--- config.mk ---
export PLATFORM = sky130hd
export DESIGN_NAME = wb_dbus_master
export DESIGN_NICKNAME = d
export VERILOG_FILES = /design/src/rtl/wb_dbus_master.sv
export SDC_FILE = /design/constraint.sdc
export NUM_CORES = 1
export LEC_CHECK = 0
export BUFFER_PORTS_ARGS = -buffer_cell sky130_fd_sc_hd__buf_4
export CAP_MARGIN = 15
export CORE_UTILIZATION = 42
export DETAILED_ROUTE_END_ITERATION = 6
export PLACE_DENSITY = 0.78
export RECOVER_POWER = 50
export SETUP_SLACK_MARGIN = 0.1
export SYNTH_ARGS = -nofsm -noshare
export SYNTH_HDL_FRONTEND = slang
export SYNTH_SLANG_ARGS = --single-unit
export TNS_END_PERCENT = 50
--- constraint.sdc ---
create_clock -name wb_clk_i -period 1.6 [get_ports wb_clk_i]
set_clock_uncertainty 0.15 [all_clocks]
set_input_delay 0.08 -clock wb_clk_i [delete_from_list [all_inputs] [get_ports wb_clk_i]]
set_output_delay 0.08 -clock wb_clk_i [all_outputs]
set_load 0.05 [all_outputs]
--- src/rtl/wb_dbus_master.sv ---
// wb_dbus_master: CPU data-side Wishbone classic master.
// Turns a single-cycle MEM-stage load/store request into one Wishbone
// cycle, stalls the pipeline until ack, and returns the load data. If the
// pipeline is still stalled by another source when the ack arrives, the
// load result is held in a read buffer until the stall clears. A flush
// aborts an outstanding cycle.
// Optional feature: define WB_TIMEOUT_EN to abort a cycle that sees no ack
// within TIMEOUT_CYCLES BUSY cycles; bus_err_o pulses and 32'hDEADBEEF is
// returned. Without the macro, BUSY waits for ack indefinitely and
// bus_err_o is tied low.

module wb_dbus_master #(
  parameter int TIMEOUT_CYCLES = 255
) (
  input  logic        wb_clk_i,
  input  logic        wb_rst_i,
  input  logic        cpu_ce_i,
  input  logic        cpu_we_i,
  input  logic [31:0] cpu_addr_i,
  input  logic [3:0]  cpu_sel_i,
  input  logic [31:0] cpu_wdata_i,
  output logic [31:0] cpu_rdata_o,
  output logic        stall_req_o,
  input  logic        stall_i,
  input  logic        flush_i,
  output logic        wb_cyc_o,
  output logic        wb_stb_o,
  output logic        wb_we_o,
  output logic [31:0] wb_adr_o,
  output logic [31:0] wb_dat_o,
  output logic [3:0]  wb_sel_o,
  input  logic [31:0] wb_dat_i,
  input  logic        wb_ack_i,
  output logic        bus_err_o
);

  typedef enum logic [1:0] {
    IDLE       = 2'd0,
    BUSY       = 2'd1,
    WAIT_STALL = 2'd2
  } state_t;

  localparam logic [31:0] ERR_DATA = 32'hDEAD_BEEF;

  state_t      state_r, state_nxt_s;
  logic        cyc_r, cyc_nxt_s;
  logic        we_r, we_nxt_s;
  logic [31:0] adr_r, adr_nxt_s;
  logic [31:0] dat_r, dat_nxt_s;
  logic [3:0]  sel_r, sel_nxt_s;
  logic [31:0] rbuf_r, rbuf_nxt_s;
  logic        stall_req_s;
  logic        bus_err_s;
  logic [31:0] rdata_s;
  logic        timeout_hit_s;

`ifdef WB_TIMEOUT_EN
  localparam int CNT_W = (TIMEOUT_CYCLES > 1) ? $clog2(TIMEOUT_CYCLES) : 1;
  localparam logic [CNT_W-1:0] CNT_LAST = CNT_W'(TIMEOUT_CYCLES - 1);

  logic [CNT_W-1:0] tmo_cnt_r;

  // Saturating count of BUSY cycles; held at zero outside BUSY so it restarts on entry
  always_ff @(posedge wb_clk_i or negedge wb_rst_i) begin
    if (!wb_rst_i) begin
      tmo_cnt_r <= {CNT_W{1'b0}};
    end else if (state_r != BUSY) begin
      tmo_cnt_r <= {CNT_W{1'b0}};
    end else if (tmo_cnt_r != CNT_LAST) begin
      tmo_cnt_r <= tmo_cnt_r + CNT_W'(1);
    end else begin
      tmo_cnt_r <= tmo_cnt_r;
    end
  end

  // Last allowed BUSY cycle with no ack; a flush in the same cycle wins
  assign timeout_hit_s = (state_r == BUSY) && (tmo_cnt_r == CNT_LAST) &&
                         !wb_ack_i && !flush_i;
`else
  assign timeout_hit_s = 1'b0;
`endif

  // Next-state, next bus register values and combinational CPU-side outputs
  always_comb begin
    state_nxt_s = state_r;
    cyc_nxt_s   = cyc_r;
    we_nxt_s    = we_r;
    adr_nxt_s   = adr_r;
    dat_nxt_s   = dat_r;
    sel_nxt_s   = sel_r;
    rbuf_nxt_s  = rbuf_r;
    stall_req_s = 1'b0;
    bus_err_s   = 1'b0;
    rdata_s     = 32'h0000_0000;

    case (state_r)
      IDLE: begin
        if (cpu_ce_i && !flush_i) begin
          stall_req_s = 1'b1;
          state_nxt_s = BUSY;
          cyc_nxt_s   = 1'b1;
          we_nxt_s    = cpu_we_i;
          adr_nxt_s   = cpu_addr_i;
          dat_nxt_s   = cpu_wdata_i;
          sel_nxt_s   = cpu_sel_i;
        end else begin
          state_nxt_s = IDLE;
        end
      end

      BUSY: begin
        if (flush_i) begin
          // Abort; any read data in this cycle is dropped
          stall_req_s = !wb_ack_i;
          state_nxt_s = IDLE;
          cyc_nxt_s   = 1'b0;
          we_nxt_s    = 1'b0;
        end else if (wb_ack_i) begin
          rdata_s     = we_r ? 32'h0000_0000 : wb_dat_i;
          rbuf_nxt_s  = we_r ? rbuf_r : wb_dat_i;
          state_nxt_s = stall_i ? WAIT_STALL : IDLE;
          cyc_nxt_s   = 1'b0;
          we_nxt_s    = 1'b0;
        end else if (timeout_hit_s) begin
          bus_err_s   = 1'b1;
          rdata_s     = ERR_DATA;
          cyc_nxt_s   = 1'b0;
          we_nxt_s    = 1'b0;
          if (stall_i) begin
            state_nxt_s = WAIT_STALL;
            rbuf_nxt_s  = ERR_DATA;
          end else begin
            state_nxt_s = IDLE;
          end
        end else begin
          stall_req_s = 1'b1;
        end
      end

      WAIT_STALL: begin
        rdata_s = rbuf_r;
        if (!stall_i || flush_i) begin
          state_nxt_s = IDLE;
        end else begin
          state_nxt_s = WAIT_STALL;
        end
      end

      default: begin
        state_nxt_s = IDLE;
        cyc_nxt_s   = 1'b0;
        we_nxt_s    = 1'b0;
      end
    endcase
  end

  // State and Wishbone output registers; reset clears the bus asynchronously
  always_ff @(posedge wb_clk_i or negedge wb_rst_i) begin
    if (!wb_rst_i) begin
      state_r <= IDLE;
      cyc_r   <= 1'b0;
      we_r    <= 1'b0;
      adr_r   <= 32'h0000_0000;
      dat_r   <= 32'h0000_0000;
      sel_r   <= 4'b0000;
      rbuf_r  <= 32'h0000_0000;
    end else begin
      state_r <= state_nxt_s;
      cyc_r   <= cyc_nxt_s;
      we_r    <= we_nxt_s;
      adr_r   <= adr_nxt_s;
      dat_r   <= dat_nxt_s;
      sel_r   <= sel_nxt_s;
      rbuf_r  <= rbuf_nxt_s;
    end
  end

  // Strobe shares the cycle flop, so it can never be asserted without cyc
  assign wb_cyc_o    = cyc_r;
  assign wb_stb_o    = cyc_r;
  assign wb_we_o     = we_r;
  assign wb_adr_o    = adr_r;
  assign wb_dat_o    = dat_r;
  assign wb_sel_o    = sel_r;
  assign stall_req_o = stall_req_s;
  assign cpu_rdata_o = rdata_s;
  assign bus_err_o   = bus_err_s;

endmodule

Word-level counts from Yosys, hierarchy flattened
Index checks and enable logic that the tools add are counted.
W data, S select, Z words.
{"block": "classes", "eq_ne": 4, "bitwise": 3, "n_reduce_logical": 9, "n_mux": 20}
{"operator": "$mux W32", "n": 3}
{"operator": "$pmux W32 S2", "n": 1}
{"operator": "$mux W1", "n": 8}
{"operator": "$mux W2", "n": 4}
{"operator": "$pmux W1 S3", "n": 2}
{"operator": "$pmux W2 S3", "n": 1}
{"operator": "$reduce_and A4 Y1", "n": 1}
{"operator": "$logic_not A1 Y1", "n": 3}
{"operator": "$ne A3 B3 Y1 const B", "n": 1}
{"operator": "$not A1 Y1", "n": 3}
{"operator": "$reduce_and A3 Y1", "n": 1}
{"operator": "$eq A2 B1 Y1 const B", "n": 1}
{"operator": "$eq A2 B2 Y1 const B", "n": 1}
{"operator": "$logic_not A2 Y1", "n": 1}
{"operator": "$ne A2 B2 Y1 const B", "n": 1}
{"operator": "$pmux W1 S2", "n": 1}
{"operator": "$reduce_and A2 Y1", "n": 1}
{"operator": "$logic_and A1 B1 Y1", "n": 1}
{"operator": "$logic_or A1 B1 Y1", "n": 1}
{"block": "totals", "elab_cells": 43, "register_bits": 104, "in_bits": 107}

Logic depth before layout (Yosys ltp)
{"block": "depth", "word_depth": 4, "mapped_depth": 7, "mapped_depth_nobuf": 5}

Worst setup path before layout
Ideal clock, no wire load.
{"block": "synth_path", "path_type": "flip-flop to output port", "from": "register state_r[1]", "to": "output port cpu_rdata_o[12]", "slack_ns": -0.911, "stages_incl_launch_ff": 7, "arrival_ns": 2.281, "path_cell_list": "dfrtp_1 -> inv_1 -> ha_1 -> nor4bb_1 -> buf_4 -> nand2_1 -> a21boi_0"}
{"block": "synth_between", "elab_chain_cells": 2}
{"item": "start: declaration", "line_no": "45", "rtl": "state_t state_r, state_nxt_s;"}
{"item": "start signal: assignment", "line_no": "168", "rtl": "state_r <= state_nxt_s;"}
{"item": "$eq A2 B2 Y1 / $eq A2 B1 Y1 (equally long branches)", "line_no": "96", "rtl": "case (state_r)"}
{"item": "$pmux W32 S2 *", "line_no": "96"}
{"item": "end: declaration", "line_no": "22", "rtl": "output logic [31:0] cpu_rdata_o,"}
Mark *: on every way between the ends. The rest lies on a longest branch, timed or not.

Final worst setup path
{"block": "layout_path", "from": "register state_r[1]", "to": "output port cpu_rdata_o[16]"}
The elaborated chain is that of the path after synthesis.

==> metrics.txt <==
initial antenna violation count 1; crit path max fanout 8; Worst Slack Setup Final -0.650 ns; Final TNS setup -43.54 ns; FF-to-FF setup slack -0.38 ns; async set or reset register ratio after synthesis 100%; main flop type after synthesis dfrtp_1; P_sw 3.79 mW; Clk network pwr share 17.8%; all-layer global routing usage 30.7%; crit end category output port; DPL Wire Length 8920 um; Comb pwr share 42.1%; GR Overflow Total 0; Root Driver clkbuf_8; maximum achievable frequency 444 MHz; Reg2Reg Depth 6; I/O Buffers 210; Initial DRC Count 214; area leader, netlist dfrtp_1; critical path required time 1.37 ns; clock sink total 104; Syn Nets 492; leakage power 4.23 nW; Clock Tree Buf Depth 2; RSZ-0062 raised after global routing true; largest net degree at the start of global routing 51; top cells by area, synth dfrtp_1 (56%), mux2_2 (15%), nand2_1 (10%); hold slack 0.0705 ns; failing checks negative setup slack; Remaining DRCs 0; via count 4603; sequential-to-total area share from yosys stat 56.4%; fin area 8860 um2; Seq pwr share 40.1%; Die X 107 um; post-layout min period 2.25 ns; H-tree depth 3; maxcap violations 0; die area 11400 um2; Max Slew Vio Count 0; Initial Util 44.1%; outcome complete, but fails checks; Post-DP Area 6880 um2; TritonCTS clock tree yes; Worst VDD drop 0.000796 V; Worst R2R Start state_r[0]; Sw Ratio 41.3%; Max-slew headroom 35.4%; drt total wl 19000 um; Hold Path End state_r[0]; vias per inst 5.15; fillers 478; commonest non-fill, non-tap cell in the layout buf_4; Arrival @ worst endpoint 2.02 ns; flops & latches, synth 104; Worst R2R End wb_adr_o[30]; # rows 37; worst-margin pin slew 0.969 ns; commonest cells after routing, fill and taps aside buf_4 (207), dlygate4sd3_1 (106), dfrtp_1 (103); number of global-route vias before repair 4983; Final Wtd Congestion 0.756; min-delay worst type in2reg; WL per Instance 21.3 um; Top Ports 212; first-pass GRT wire length 26300 um; setup violators final 137; Hold Startpoint wb_ack_i; CP startpoint kind register; Detail Route Antenna Nets 0; Clock Latency Late Sink 0.35 ns; layout cell share with drive strength beyond 1 58.6%; core area 10500 um2; Period Utilization, post-route 141%; Chip Height 107 um; synthesized cell area 4610 um2; number of synthesized flops with an enable pin 0; Yosys cell types 30; Final #Nets 862; Yosys warning total 0; Cell Pwr Density 1040 nW/um2; Num CTS Buffers 9; post-synth top area share 56.4%; post-layout util 84.7%; post-synthesis cell count 381; syn avg cell area 12.1 um2; Pint 5.38 mW; area grow syn2layout 92.2%; Clk pin slew, worst setup/hold paths 0.09 ns; worst hold path depth 5; first-pass iteration count of the detailed router 4; final count of hold timing violations 0; Crit Path Category reg2out
-- power by group through the flow --
stage | clock (mW) | sequential, mW | combinational (mW)
CTS | 1.60 | 3.59 | 3.68
finish | 1.63 | 3.68 | 3.86
global route | 1.74 | 3.73 | 4.01
global placement | 0 | 3.60 | 3.25
floorplan | 0 | 4.90 | 0.869
detailed placement | 0 | 3.63 | 3.32
-- worst max path at each step --
stage | slack (ns) | startpoint | end
2_1_floorplan | -0.23 | state_r[1] | cpu_rdata_o[17]
3_3_place_gp | -0.18 | state_r[1] | cpu_rdata_o[17]
3_5_place_dp | -0.25 | state_r[0] | wb_dat_o[21]
4_1_cts | -0.55 | state_r[1] | cpu_rdata_o[19]
5_1_grt | -0.72 | state_r[1] | cpu_rdata_o[22]
6_report | -0.65 | state_r[1] | cpu_rdata_o[16]
-- area by class of cell --
cell class	count	area, um2	share of cell area, %
sequential	104	2600	29.4
multi-input combinational	249	2310	26.0
antenna	1	2.50	0.0282
clock buffer	10	128	1.44
clock inverter	6	56.3	0.635
inverter	3	11.3	0.127
timing repair buffer	384	3580	40.4
tap	136	170	1.92
-- cells in the mapped netlist, types with 2 or more instances --
cell type	number
ha_1	4
buf_2	4
mux2_1	6
buf_4	4
inv_1	3
a21boi_0	2
a21boi_2	30
clkbuf_1	5
buf_6	10
dfrtp_1	104
nand2_2	4
dlymetal6s2s_1	2
mux2_2	62
nand2_1	125
-- cell families after synthesis --
group / count (synthesis) / synth area share, %
simple gates: 138 / 12.4
flops: 104 / 56.4
other cells: 1 / 0.0813
mux: 68 / 16.6
fa+ha+maj: 4 / 1.09
compound gates: 38 / 8.68
buf+inv: 28 / 4.72
-- worst max-delay path, cell delays in order, from the launching register on --
cell	delay, ns
dfrtp_1	0.40
inv_2	0.08
ha_4	0.14
nor4bb_4	0.25
buf_4	0.22
buf_12	0.16
nand2_2	0.09
a21boi_4	0.14
buf_6	0.17
-- flip-flops by register name (all words and copies together), names as in the netlist --
signal,count
state_r,2
wb_dat_o,32
rbuf_r,32
wb_we_o,1
wb_cyc_o,1
wb_adr_o,32
wb_sel_o,4
-- per-stage QoR --
step,power [mW],std cells,setup WS [ns]
final,9.17,893,-0.650
after global routing,9.49,893,-0.723
after CTS,8.86,888,-0.547
after detailed placement,6.96,752,-0.250
after global placement,6.86,752,-0.184
after floorplan,5.77,381,-0.228
-- repair_timing --
item / in CTS / in global routing
cloned: 6 / 2
endpoints found under the setup margin: 137 / 137
pin swaps: 16 / 8
setup buffers: 8 / 3
hold endpoints to repair: 207 / 0
resized for setup: 98 / 32
hold buffers: 106 / 0
-- layer usage --
| metal | GRT usage (%) | part of all wire (%) | vias to the layer above |
|---|---|---|---|
| li1 | - | - | 2002 |
| met1 | 32.4 | 36 | 2300 |
| met2 | 57.9 | 53 | 225 |
| met3 | 5.96 | 5.6 | 76 |
| met4 | 15.2 | 5.5 | 0 |
| met5 | 0 | 0 | - |
Power figures use the tool's default switching activity.
